<file path="src/rtl/multiplier_unit.sv">
// multiplier_unit: pipelined RV32M MUL/MULH/MULHSU/MULHU execution unit.
// Latency: STAGES cycles from operand capture to result_o/done_o (STAGES >= 4).
// Backpressure: none; a new operation may be accepted on every cycle.
module multiplier_unit #(
    parameter int STAGES = 4
) (
    input  logic        clk_i,
    input  logic        rst_i,
    input  logic [6:0]  opcode_i,
    input  logic [2:0]  funct3_i,
    input  logic [6:0]  funct7_i,
    input  logic [31:0] op_A_i,
    input  logic [31:0] op_B_i,
    output logic [31:0] result_o,
    output logic        done_o
);

    // Operands are held as 17-bit unsigned low halves and 16-bit signed high
    // halves of the 33-bit extended values: value = hi * 2^17 + lo.
    typedef struct packed {
        logic [16:0] a_lo;
        logic [15:0] a_hi;
        logic [16:0] b_lo;
        logic [15:0] b_hi;
        logic        upper;
    } op_t;

    typedef struct packed {
        logic [33:0] ll;
        logic [33:0] lh;
        logic [33:0] hl;
        logic [31:0] hh;
        logic        upper;
    } pp_t;

    typedef struct packed {
        logic [63:0] prod;
        logic        upper;
    } sum_t;

    logic        mult_on;
    logic        signed_a;
    logic        signed_b;
    logic        upper;
    logic [32:0] a_ext;
    logic [32:0] b_ext;
    op_t         op_d;
    op_t         op_q;
    logic        op_vld;
    pp_t         pp_d;
    pp_t         pp_q;
    logic        pp_vld;
    logic [63:0] sum_d;
    sum_t        sum_q   [3:STAGES-1];
    logic [STAGES-1:3] sum_vld;

    always_comb begin
        mult_on  = (opcode_i == 7'b0110011) && (funct7_i == 7'b0000001) && !funct3_i[2];
        signed_a = (funct3_i[1:0] == 2'b01) || (funct3_i[1:0] == 2'b10);
        signed_b = (funct3_i[1:0] == 2'b01);
        upper    = (funct3_i[1:0] != 2'b00);
        a_ext    = {signed_a & op_A_i[31], op_A_i};
        b_ext    = {signed_b & op_B_i[31], op_B_i};
        op_d.a_lo  = a_ext[16:0];
        op_d.a_hi  = a_ext[32:17];
        op_d.b_lo  = b_ext[16:0];
        op_d.b_hi  = b_ext[32:17];
        op_d.upper = upper;
    end

    // Operands are sign-extended to the product width, so the low bits of an
    // unsigned multiply equal the exact signed partial product.
    always_comb begin
        pp_d.ll    = {17'b0, op_q.a_lo} * {17'b0, op_q.b_lo};
        pp_d.lh    = {17'b0, op_q.a_lo} * {{18{op_q.b_hi[15]}}, op_q.b_hi};
        pp_d.hl    = {{18{op_q.a_hi[15]}}, op_q.a_hi} * {17'b0, op_q.b_lo};
        pp_d.hh    = {{16{op_q.a_hi[15]}}, op_q.a_hi} * {{16{op_q.b_hi[15]}}, op_q.b_hi};
        pp_d.upper = op_q.upper;
    end

    always_comb begin
        sum_d = {30'b0, pp_q.ll}
              + ({{30{pp_q.lh[33]}}, pp_q.lh} << 17)
              + ({{30{pp_q.hl[33]}}, pp_q.hl} << 17)
              + {pp_q.hh[29:0], 34'b0};
    end

    always_ff @(posedge clk_i or posedge rst_i) begin
        if (rst_i) begin
            op_q   <= '0;
            op_vld <= 1'b0;
            pp_q   <= '0;
            pp_vld <= 1'b0;
        end else begin
            op_vld <= mult_on;
            if (mult_on) begin
                op_q <= op_d;
            end
            pp_vld <= op_vld;
            pp_q   <= pp_d;
        end
    end

    always_ff @(posedge clk_i or posedge rst_i) begin
        if (rst_i) begin
            for (int i = 3; i < STAGES; i++) begin
                sum_q[i] <= '0;
            end
            sum_vld <= '0;
        end else begin
            sum_q[3].prod  <= sum_d;
            sum_q[3].upper <= pp_q.upper;
            sum_vld[3]     <= pp_vld;
            for (int i = 4; i < STAGES; i++) begin
                sum_q[i]   <= sum_q[i-1];
                sum_vld[i] <= sum_vld[i-1];
            end
        end
    end

    // result_o keeps the last completed value between completions.
    always_ff @(posedge clk_i or posedge rst_i) begin
        if (rst_i) begin
            result_o <= '0;
            done_o   <= 1'b0;
        end else begin
            done_o <= sum_vld[STAGES-1];
            if (sum_vld[STAGES-1]) begin
                result_o <= sum_q[STAGES-1].upper ? sum_q[STAGES-1].prod[63:32]
                                                  : sum_q[STAGES-1].prod[31:0];
            end
        end
    end

endmodule

</file>
<file path="config.mk">
export PLATFORM = sky130hd
export DESIGN_NAME = multiplier_unit
export DESIGN_NICKNAME = d
export VERILOG_FILES = /design/src/rtl/multiplier_unit.sv
export SDC_FILE = /design/constraint.sdc
export NUM_CORES = 2
export LEC_CHECK = 0
export BUFFER_PORTS_ARGS = -buffer_cell sky130_fd_sc_hd__buf_2
export CAP_MARGIN = 10
export CORE_MARGIN = 2
export CORE_UTILIZATION = 65
export CTS_CLUSTER_DIAMETER = 100
export DETAILED_ROUTE_END_ITERATION = 8
export PLACE_DENSITY_LB_ADDON = 0.25
export SYNTH_ARGS = -nofsm -noshare
export SYNTH_HDL_FRONTEND = slang
export SYNTH_SLANG_ARGS = --single-unit
</file>
<file path="constraint.sdc">
create_clock -name clk_i -period 10 [get_ports clk_i]
set_input_delay 0.5 -clock clk_i [delete_from_list [all_inputs] [get_ports clk_i]]
set_output_delay 0.5 -clock clk_i [all_outputs]
set_load 0.005 [all_outputs]
</file>
==> summary.md <==
| Metric | Value |
|---|---|
| Chain of cells forming the critical path | buf_4 > inv_1 > nor2_1 > fa_1 > fa_1 > fa_1 > fa_1 > fa_1 > inv_1 > fa_1 > inv_1 > ha_1 > a21oi_1 > o21ai_0 > a311oi_1 > o21a_1 > nor3_1 > o21ai_0 > o2111ai_1 > a21oi_1 > xnor2_1 |
| Number of library cell types mapped by synthesis | 69 |
| Gr busiest metal | met2 |
| Post-placement setup slack | 2.65 ns |
| Number of antenna violations at the first check in global routing | 1 |
| Area growth from synthesis to final layout | 5.83% |
| Part of the cycle the worst path needs | 0.757 |
| Post-CTS Setup Inserts | 0 |
| Detailed-route wire length per cell | just under 20 um |
| Instance area after placement | 0.0515 sq mm |
| Vert. Die Dim | 281 um |
| Vias in the first global route | 39038 |
| Most common library cell in the layout ignoring fill and taps | inv_1 |
| Number of ports placed on the die boundary | ~120 |
| Total of max-cap violations | 0 |
| Largest cells by area after synthesis | fa_1, dfrtp_1, ha_1, inv_1, and2_1 |
| Area of the die | 0.0790 sq mm |
| Final Hold Fails | 0 |
| Met1 demand-to-capacity share in global routing | 0.472 |
| Maximum clock skew at final layout | between 0.02 and 0.03 ns |
| Maximum clock insertion buffer count | 3 |
| Area occupied by multi-input gates | about 0.037 sq mm |
| GR Util met2 | 0.542 |
| Width of the chip | 281 um |
| Estimated wirelength of the detail-placed design | 97.7 mm |
| Setup repair after global routing missed its margin | false |
| Initial DRC count | 2772 |
| Setup Viol. Count Final | 0 |
| Number of warnings issued by yosys | 0 |
| Portion of the post-synthesis area used by sequential elements | 0.151 |
| PnR Total Power | 0.00305 W |
| Final-layout setup total negative slack | 0 ns |
| Total clock sinks | between 300 and 400 |
| Critical path class | reg -> reg |
| CP Buf/Inv Count | 4 |
| Vias post-DR | 36411 |
| Cell taking the most area after synthesis | fa_1 |
| Final Core Density | 0.695 |
| Post-synth EDFFs | 0 |
| CP Max Fanout | 15 |
| Class of the tightest hold or removal check | in -> async |
| Post-synthesis instance total | 5354 |
| Quantity of gates resized following cts | 0 |
| Drt via density | between 5 and 6 |
| Family with the most delay on the worst path | adder cells |
| Fraction of layout instances using a drive strength above 1 | 0.0530 |
| Sort of element at the start of the critical path | register |
| Sequential cell area in the final layout | 0.00753 sq mm |
| TritonCTS clock tree | yes |
| Floorplan row count | 101 |
| Cell Pwr Density | between 50 and 60 mW/mm^2 |
| Total global-route track usage | 0.344 |
| Final Cell Area | 0.0528 sq mm |
| Routed WL | ~130 mm |
| Critical Path AT | 8.08 ns |
| Worst ir drop on vdd | 109 uV |
| Nets@finish | 6856 |
| Slack of the critical path | 2.43 ns |
| Mapped Avg Cell Area | 9.32 sq um |
| Grt total ovfl | 0 |
| Count of hold buffers inserted by post-cts repair | 0 |
| Nature of the critical path endpoint | register |
| Weighted congestion at the end of routability-driven global placement | ~0.94 |
| Top-area cell type share of the netlist area | 0.364 |
| Async set-or-reset flop fraction in the synthesized netlist | 1.00 |
| Maximum number of pins on one net before global-route repair | between 100 and 150 |
| Insertion delay of the later-clocked pin in the worst-skew pair | about 0.59 ns |
| Highest Clock Rate | 0.132 GHz |
| Pin slew with the least headroom to its limit | about 1.2 ns |
| Drt first pass iters | 6 |
| Cell with the most instances on the worst path | fa_1 |
| Total count of max-transition violations in the final report | 0 |
| Root buffer cell | clkbuf_16 |
| Initial cell density of the core | 0.657 |
| Most frequent cells in the layout | inv_1, fa_1, nand2_1 |
| CTS clock-pin slew for the worst setup and hold paths | 0.06 ns |
| TritonCTS Buffers | 38 |
| Number of routed nets with antenna violations | 0 |
| Number of H-tree levels | 2 |
| Leakage power of the design | 28.5 nW |
| Mapped Nets | 6861 |
| Slew HR | 0.183 |
| Required arrival time at the worst endpoint | 10.51 ns |
| Predominant post-synthesis flop cell | dfrtp_1 |
| Synth Register Bits | 301 |
| Highest cell delay on the worst timing path | 0.80 ns |
| FILL cells | slightly below 6000 |
| Outcome | complete, no violations |
| Met3 global-route usage | 0.0645 |
| First-pass GRT wire length | 209 mm |
| Area of the core | 0.0759 sq mm |
| Total standard cell area after synthesis | 0.0499 sq mm |
| Count of input and output buffers | 115 |
| Post-layout min period | 7.57 ns |
| Remaining routing DRC violations | 0 |
| Slowest CP cell | dfrtp_1 |
flip-flops by register name (all words and copies together) (netlist names):
name and cells:
sum_vld 1, pp_q 133, op_q 67, done_o 1, pp_vld 1, sum_q 65, result_o 32, op_vld 1
report_power, final:
group / leakage [nW] / switching [W] / internal (W)
logic: 23.7 / 0.000160 / 0.0000952
registers: 4.17 / 0.0000334 / 0.00126
clock network: 0.647 / 0.000624 / 0.000879
total: 28.5 / 0.000818 / 0.00223
stage by stage:
step,std cells,hold slack [ns]
floorplan,5354,0.331
global placement,6339,0.333
detailed placement,6339,0.335
CTS,6408,0.0748
global route,6408,0.0907
finish,6410,0.0793
synth_stat cells, types with 43 or more instances:
cell         n
o21ai_0     71
xnor2_1    131
fa_1       907
xor2_1      43
inv_1     1078
a21oi_1    183
nand2_1    781
and2_1     525
nor2_1     137
clkbuf_1   228
a21o_1      74
dfrtp_1    301
ha_1       517
logic make-up after synthesis:
group / Yosys count / share of synthesized area
xor+xnor: 174 / 0.0305
mux: 35 / 0.00702
fa+ha+maj: 1424 / 0.493
flops: 301 / 0.151
simple gates: 1604 / 0.154
compound gates: 502 / 0.0653
buf+inv: 1314 / 0.0988
area by class of cell:
cell class / count / area share
antenna: 2 / 0.0000948
clock buffer: 46 / 0.0195
inverter: 1080 / 0.0769
timing repair buffer: 189 / 0.0217
clock inverter: 23 / 0.00580
tap: 1030 / 0.0244
multi-input combinational: 3739 / 0.709
sequential: 301 / 0.143
worst reg2reg max path, cell delays in order, from the launching register on:
cell	delay [ns]
dfrtp_1	0.80
buf_4	0.35
inv_1	0.44
nor2_1	0.35
fa_1	0.49
fa_1	0.51
fa_1	0.43
fa_1	0.49
fa_1	0.50
inv_1	0.05
fa_1	0.48
inv_1	0.04
ha_1	0.34
a21oi_1	0.19
o21ai_0	0.22
a311oi_1	0.55
o21a_1	0.32
nor3_1	0.12
o21ai_0	0.32
o2111ai_1	0.19
a21oi_1	0.20
xnor2_1	0.14
worst paths after layout:
path / startpoint / to / slack [ns] / cells past startpoint
max: op_q[49] / pp_q[66] / 2.43 / 21
min: rst_i / op_q[36] / 0.08 / 2
max reg2reg: op_q[49] / pp_q[66] / 2.43 / 21
min reg2reg: pp_q[108] / sum_q[8] / 0.34 / 0
max in group asynchronous: rst_i / sum_vld / 8.54 / 3
min in group clk_i: op_B_i[13] / op_q[30] / 0.10 / 3
routing by layer:
metal | routed length, um | part of all wire
met2 | 58000 | 0.46
met5 | 13 | 0.00010
met4 | 5920 | 0.047
met1 | 51700 | 0.41
met3 | 11500 | 0.090
(Power assumes the default switching activity.)
